<file path="config.mk">
export PLATFORM = sky130hd
export DESIGN_NAME = mem_arbiter
export DESIGN_NICKNAME = d
export VERILOG_FILES = /design/src/rtl/polirv_mem_pkg.sv /design/src/rtl/rr_arbiter2.sv /design/src/rtl/mem_arbiter.sv
export SDC_FILE = /design/constraint.sdc
export NUM_CORES = 1
export LEC_CHECK = 0
export CORE_AREA = 2 2 134 136
export DETAILED_ROUTE_END_ITERATION = 6
export DIE_AREA = 0 0 136 138
export GPL_TIMING_DRIVEN = 0
export PLACE_DENSITY_LB_ADDON = 0.15
export SYNTH_ARGS = -nofsm -noshare
export SYNTH_HDL_FRONTEND = slang
export SYNTH_SLANG_ARGS = --single-unit
</file>
<file path="constraint.sdc">
create_clock -name clk -period 1.7 [get_ports clk]
set_input_delay 0.255 -clock clk [delete_from_list [all_inputs] [get_ports clk]]
set_output_delay 0.255 -clock clk [all_outputs]
set_load 0.03 [all_outputs]
</file>
<file path="src/rtl/polirv_mem_pkg.sv">
// Shared definitions for the unified instruction/data memory arbiter.
package polirv_mem_pkg;

    // Arbiter sequencing states.
    typedef enum logic [1:0] {
        IDLE   = 2'd0,
        ACCESS = 2'd1,
        WAIT   = 2'd2,
        RESP   = 2'd3
    } state_t;

    // Requester identifiers, also used as the req[] bit index.
    localparam logic GRANT_I = 1'b0;
    localparam logic GRANT_D = 1'b1;

    // Memory word width.
    localparam int WORD_BITS = 64;

endpackage

</file>
<file path="src/rtl/rr_arbiter2.sv">
// Two-way round-robin pick: a lone requester wins; on a tie the requester
// that did not win last time is chosen.
module rr_arbiter2
    import polirv_mem_pkg::*;
(
    input  logic [1:0] req_i,
    input  logic       last_grant_i,
    output logic       grant_o,
    output logic       valid_o
);

    // Combinational pick of the next grant.
    always_comb begin
        valid_o = |req_i;
        grant_o = GRANT_I;
        case (req_i)
            2'b01:   grant_o = GRANT_I;
            2'b10:   grant_o = GRANT_D;
            2'b11:   grant_o = ~last_grant_i;
            default: grant_o = GRANT_I;
        endcase
    end

endmodule

</file>
<file path="src/rtl/mem_arbiter.sv">
// Shares one single-port 64-bit memory between the instruction-fetch port
// and the data port. Each access runs IDLE -> ACCESS -> WAIT x MEM_LATENCY
// -> RESP, and all outputs are registered.
//
// state  | meaning
// IDLE   | waiting for a request; grant and latch the request on entry to ACCESS
// ACCESS | m_en strobe cycle; load the latency counter
// WAIT   | counting down the memory latency; capture m_rdata when count is 1
// RESP   | one-cycle ack to the granted requester
module mem_arbiter
    import polirv_mem_pkg::*;
#(
    parameter int ADDR_BITS   = 6,
    parameter int MEM_LATENCY = 1
) (
    input  logic                 clk,
    input  logic                 rst,
    input  logic                 i_req,
    input  logic [ADDR_BITS:0]   i_addr,
    output logic [31:0]          i_rdata,
    output logic                 i_ack,
    input  logic                 d_req,
    input  logic                 d_we,
    input  logic [ADDR_BITS-1:0] d_addr,
    input  logic [WORD_BITS-1:0] d_wdata,
    output logic [WORD_BITS-1:0] d_rdata,
    output logic                 d_ack,
    output logic                 m_en,
    output logic                 m_we,
    output logic [ADDR_BITS-1:0] m_addr,
    output logic [WORD_BITS-1:0] m_wdata,
    input  logic [WORD_BITS-1:0] m_rdata
);

    localparam int CNT_BITS = 4;

    state_t                 state_q;
    logic [CNT_BITS-1:0]    cnt_q;
    logic                   last_grant_q;
    logic                   grant_q;
    logic                   half_q;
    logic                   m_en_q;
    logic                   m_we_q;
    logic [ADDR_BITS-1:0]   m_addr_q;
    logic [WORD_BITS-1:0]   m_wdata_q;
    logic                   i_ack_q;
    logic                   d_ack_q;
    logic [31:0]            i_rdata_q;
    logic [WORD_BITS-1:0]   d_rdata_q;

    logic                   pick_grant;
    logic                   pick_valid;

    rr_arbiter2 u_rr (
        .req_i        ({d_req, i_req}),
        .last_grant_i (last_grant_q),
        .grant_o      (pick_grant),
        .valid_o      (pick_valid)
    );

    // Sequencing FSM with registered memory strobes, acks and response data.
    always_ff @(posedge clk) begin
        if (rst) begin
            state_q      <= IDLE;
            cnt_q        <= '0;
            last_grant_q <= GRANT_I;
            grant_q      <= GRANT_I;
            half_q       <= 1'b0;
            m_en_q       <= 1'b0;
            m_we_q       <= 1'b0;
            m_addr_q     <= '0;
            m_wdata_q    <= '0;
            i_ack_q      <= 1'b0;
            d_ack_q      <= 1'b0;
            i_rdata_q    <= '0;
            d_rdata_q    <= '0;
        end else begin
            case (state_q)
                IDLE: begin
                    if (pick_valid) begin
                        grant_q      <= pick_grant;
                        last_grant_q <= pick_grant;
                        m_en_q       <= 1'b1;
                        if (pick_grant == GRANT_D) begin
                            m_addr_q  <= d_addr;
                            m_wdata_q <= d_wdata;
                            m_we_q    <= d_we;
                        end else begin
                            m_addr_q  <= i_addr[ADDR_BITS:1];
                            half_q    <= i_addr[0];
                            m_we_q    <= 1'b0;
                        end
                        state_q <= ACCESS;
                    end
                end
                ACCESS: begin
                    m_en_q  <= 1'b0;
                    m_we_q  <= 1'b0;
                    cnt_q   <= CNT_BITS'(MEM_LATENCY);
                    state_q <= WAIT;
                end
                WAIT: begin
                    cnt_q <= cnt_q - 1'b1;
                    if (cnt_q == CNT_BITS'(1)) begin
                        if (grant_q == GRANT_D) begin
                            d_rdata_q <= m_rdata;
                            d_ack_q   <= 1'b1;
                        end else begin
                            i_rdata_q <= half_q ? m_rdata[63:32] : m_rdata[31:0];
                            i_ack_q   <= 1'b1;
                        end
                        state_q <= RESP;
                    end
                end
                RESP: begin
                    i_ack_q <= 1'b0;
                    d_ack_q <= 1'b0;
                    state_q <= IDLE;
                end
                default: state_q <= IDLE;
            endcase
        end
    end

    assign m_en    = m_en_q;
    assign m_we    = m_we_q;
    assign m_addr  = m_addr_q;
    assign m_wdata = m_wdata_q;
    assign i_ack   = i_ack_q;
    assign d_ack   = d_ack_q;
    assign i_rdata = i_rdata_q;
    assign d_rdata = d_rdata_q;

endmodule

</file>
==> metrics <==
DR WL/cell 19.2 um; nets@finish approximately 1300; DP Area 10600 um2; most common cell after layout, fill and taps aside dfxtp_1; RSZ-0062 raised after global routing true; syn_area_per_cell 8.55 um2; Die W 136 um; Seq/Total Area, Yosys 0.495; max-cap violation count 0; Final Setup Violations 0; CTS sink cnt roughly 180; wirelength, routed 27300 um; vias per inst 5.56; Final Skew between 0.008 and 0.009 ns; WP data required ~1.4 ns; Initial DRT Pass Iterations 5; crit end category primary output; post-route ant nets 0; crit share post-route 0.979; Peak VDD IR about 0.8 mV; PortBufs 314; Die Span Y 138 um; Fin. Hold Viols 0; met3 wire length 2400 um; Arrival @ worst endpoint 1.41 ns; placed insts 1386; final setup margin 0.0365 ns; most frequent cells in the layout dfxtp_1 (175), a21oi_1 (167), clkdlybuf4s50_1 (145); Slowest-stage cell, CP clkdlybuf4s50_1; DR WL met2 roughly 13000 um; Switch Pwr between 5 and 6 mW; synthesized area 7210 um2; worst-path fanout max 2; Finished Layout Cells 1420; fin area ~11000 um2; Buf/Inv on CP 1; Fillers 1565; CP Class flip-flop to primary output; maximum clock rate around 0.60 GHz; CTS tree built; Worst Hold Class input pin to flip-flop; CP Cell Sequence clkdlybuf4s50_1; GRT Total Usage 0.279; Int Pwr 9.05 mW; number of flops mapped to enable cells by yosys 0; first-pass GRT wire length 41000 um; highest routing layer actually used met5; worst skew pair latency 0.43 ns; number of core rows 49; Static Leakage ~5.1 nW; TritonCTS Buffers 17; FF+latch count, synth 178; Power per Cell Area 1290 nW/um2; pre-CTS setup slack -0.314 ns; pin count of the biggest net entering global routing 18; H-Tree Depth 4; drt drc 0; Clock Power Share 0.286; synthesized instance count about 840; Rel. slew slack 0.572; hold slack final 0.375 ns; Worst Max-Slew Pin Slew 0.642 ns; die area 18800 um2; ant diodes 0; Final HPWL DP 19900 um; layout cells sized above 1 0.102; Yosys warnings 0; Sw Share 0.388; Unique masters post-synth 35; Final Max Tran Viols 0; syn_nets 996; main flop type after synthesis dfxtp_1; CTS Buffer Depth 2; Area Overhead vs Synth 58.8%; run status finished clean; routed vias 7893; CP top delay family buffers and inverters; initial antenna violation count 1; core area about 18000 um2; gr ovfl total 0; Initial DRC Count about 480; crit-path max cell delay between 0.6 and 0.7 ns; combinational power share 0.380; Worst setup SP type flip-flop; Sequential Power Share 0.334; minimum clock period 1.66 ns; root buffer cell clkbuf_16; Ports around 320; vias in the first global route 7531; Clk pin slew, worst setup/hold paths roughly 0.07 ns; Async S/R FF share, synth 0; met1 WL 11400 um; Starting Density 0.411; RePlAce Congestion between 0.8 and 0.9; Hold-fix buffers, CTS 0
==> worst paths after layout <==
kind / startpoint / end / slack (ns) / cells past startpoint
min: d_wdata[48] / m_wdata[48]$_SDFFE_PP0P_ / 0.38 / 3
min reg2reg: m_we$_SDFFE_PP0P_ / m_we$_SDFFE_PP0P_ / 0.47 / 2
max reg2reg: state_q[1]$_SDFFE_PP0P_ / state_q[1]$_SDFFE_PP0P_ / 0.07 / 6
max: m_wdata[5]$_SDFFE_PP0P_ / m_wdata[5] / 0.04 / 1
==> power groups by stage <==
stage          Clock [mW]  Sequential, mW  Combinational [mW]
5_1_grt              4.45            5.01                6.03
4_1_cts              4.28            4.92                5.34
6_report             4.23            4.94                5.61
2_1_floorplan           0            5.87                2.35
3_3_place_gp            0            5.01                5.41
3_5_place_dp            0            5.02                5.43
==> per-layer routing <==
layer,track usage,vias up
met5,0,-
met4,0.116,2
met3,0.0847,55
met2,0.439,330
met1,0.356,3736
li1,-,3770
==> per-stage QoR <==
| step | util | power [mW] | setup TNS [ns] |
|---|---|---|---|
| after floorplan | - | 8.22 | 0 |
| after global placement | 0.607 | 10.4 | -24.09 |
| after detailed placement | 0.607 | 10.5 | -24.75 |
| after CTS | 0.637 | 14.5 | -0.00804 |
| after global routing | 0.652 | 15.5 | -0.150 |
| final | 0.652 | 14.8 | 0 |
==> cells in the mapped netlist (2+ instances only) <==
library cell | n | area share
nand3_1 | 130 | 0.090
nor2_1 | 9 | 0.0047
buf_4 | 2 | 0.0021
nand2_1 | 14 | 0.0073
nand4b_1 | 2 | 0.0024
buf_2 | 33 | 0.023
inv_1 | 7 | 0.0036
nor3_1 | 2 | 0.0014
a21oi_1 | 168 | 0.12
buf_1 | 2 | 0.0010
a211oi_1 | 3 | 0.0031
mux2i_1 | 32 | 0.044
a311oi_1 | 38 | 0.046
o21ai_0 | 137 | 0.095
dfxtp_1 | 178 | 0.49
ha_1 | 7 | 0.012
clkbuf_1 | 61 | 0.032
==> worst min-delay path: cells and delay by family <==
kind | cells | cell delay (ns)
compound gates | 1 | 0.05
buf+inv | 1 | 0.40
simple gates | 1 | 0.06
==> logic make-up after synthesis <==
family	synth area share
and+or+nand+nor	0.114
adders and majority gates	0.0122
buffers and inverters	0.0641
DFF	0.495
muxes	0.0445
AOI/OAI and AO/OA	0.270
==> state kept, by name, indices dropped and copies added (netlist names) <==
name,count
d_rdata,64
m_wdata,64
i_rdata,32
m_addr,6
cnt_q,4
state_q,2
d_ack,1
grant_q,1
half_q,1
i_ack,1
m_en,1
m_we,1
==> timing repair <==
item	CTS	global route
pin swaps	0	8
resized for setup	170	120
setup buffers	0	1
cloned	0	1
endpoints found under the setup margin	298	189
==> layout make-up <==
| cell class | count | area (um2) | share of cell area |
|---|---|---|---|
| Buffer | 99 | 548 | 0.0479 |
| Multi-Input combinational cell | 557 | 3280 | 0.287 |
| Tap cell | 229 | 287 | 0.0250 |
| Timing Repair Buffer | 316 | 3090 | 0.270 |
| Clock buffer | 18 | 439 | 0.0384 |
| Inverter | 9 | 38.8 | 0.00339 |
| Sequential cell | 178 | 3570 | 0.312 |
| Clock inverter | 14 | 191 | 0.0167 |
(Power assumes the default switching activity.)
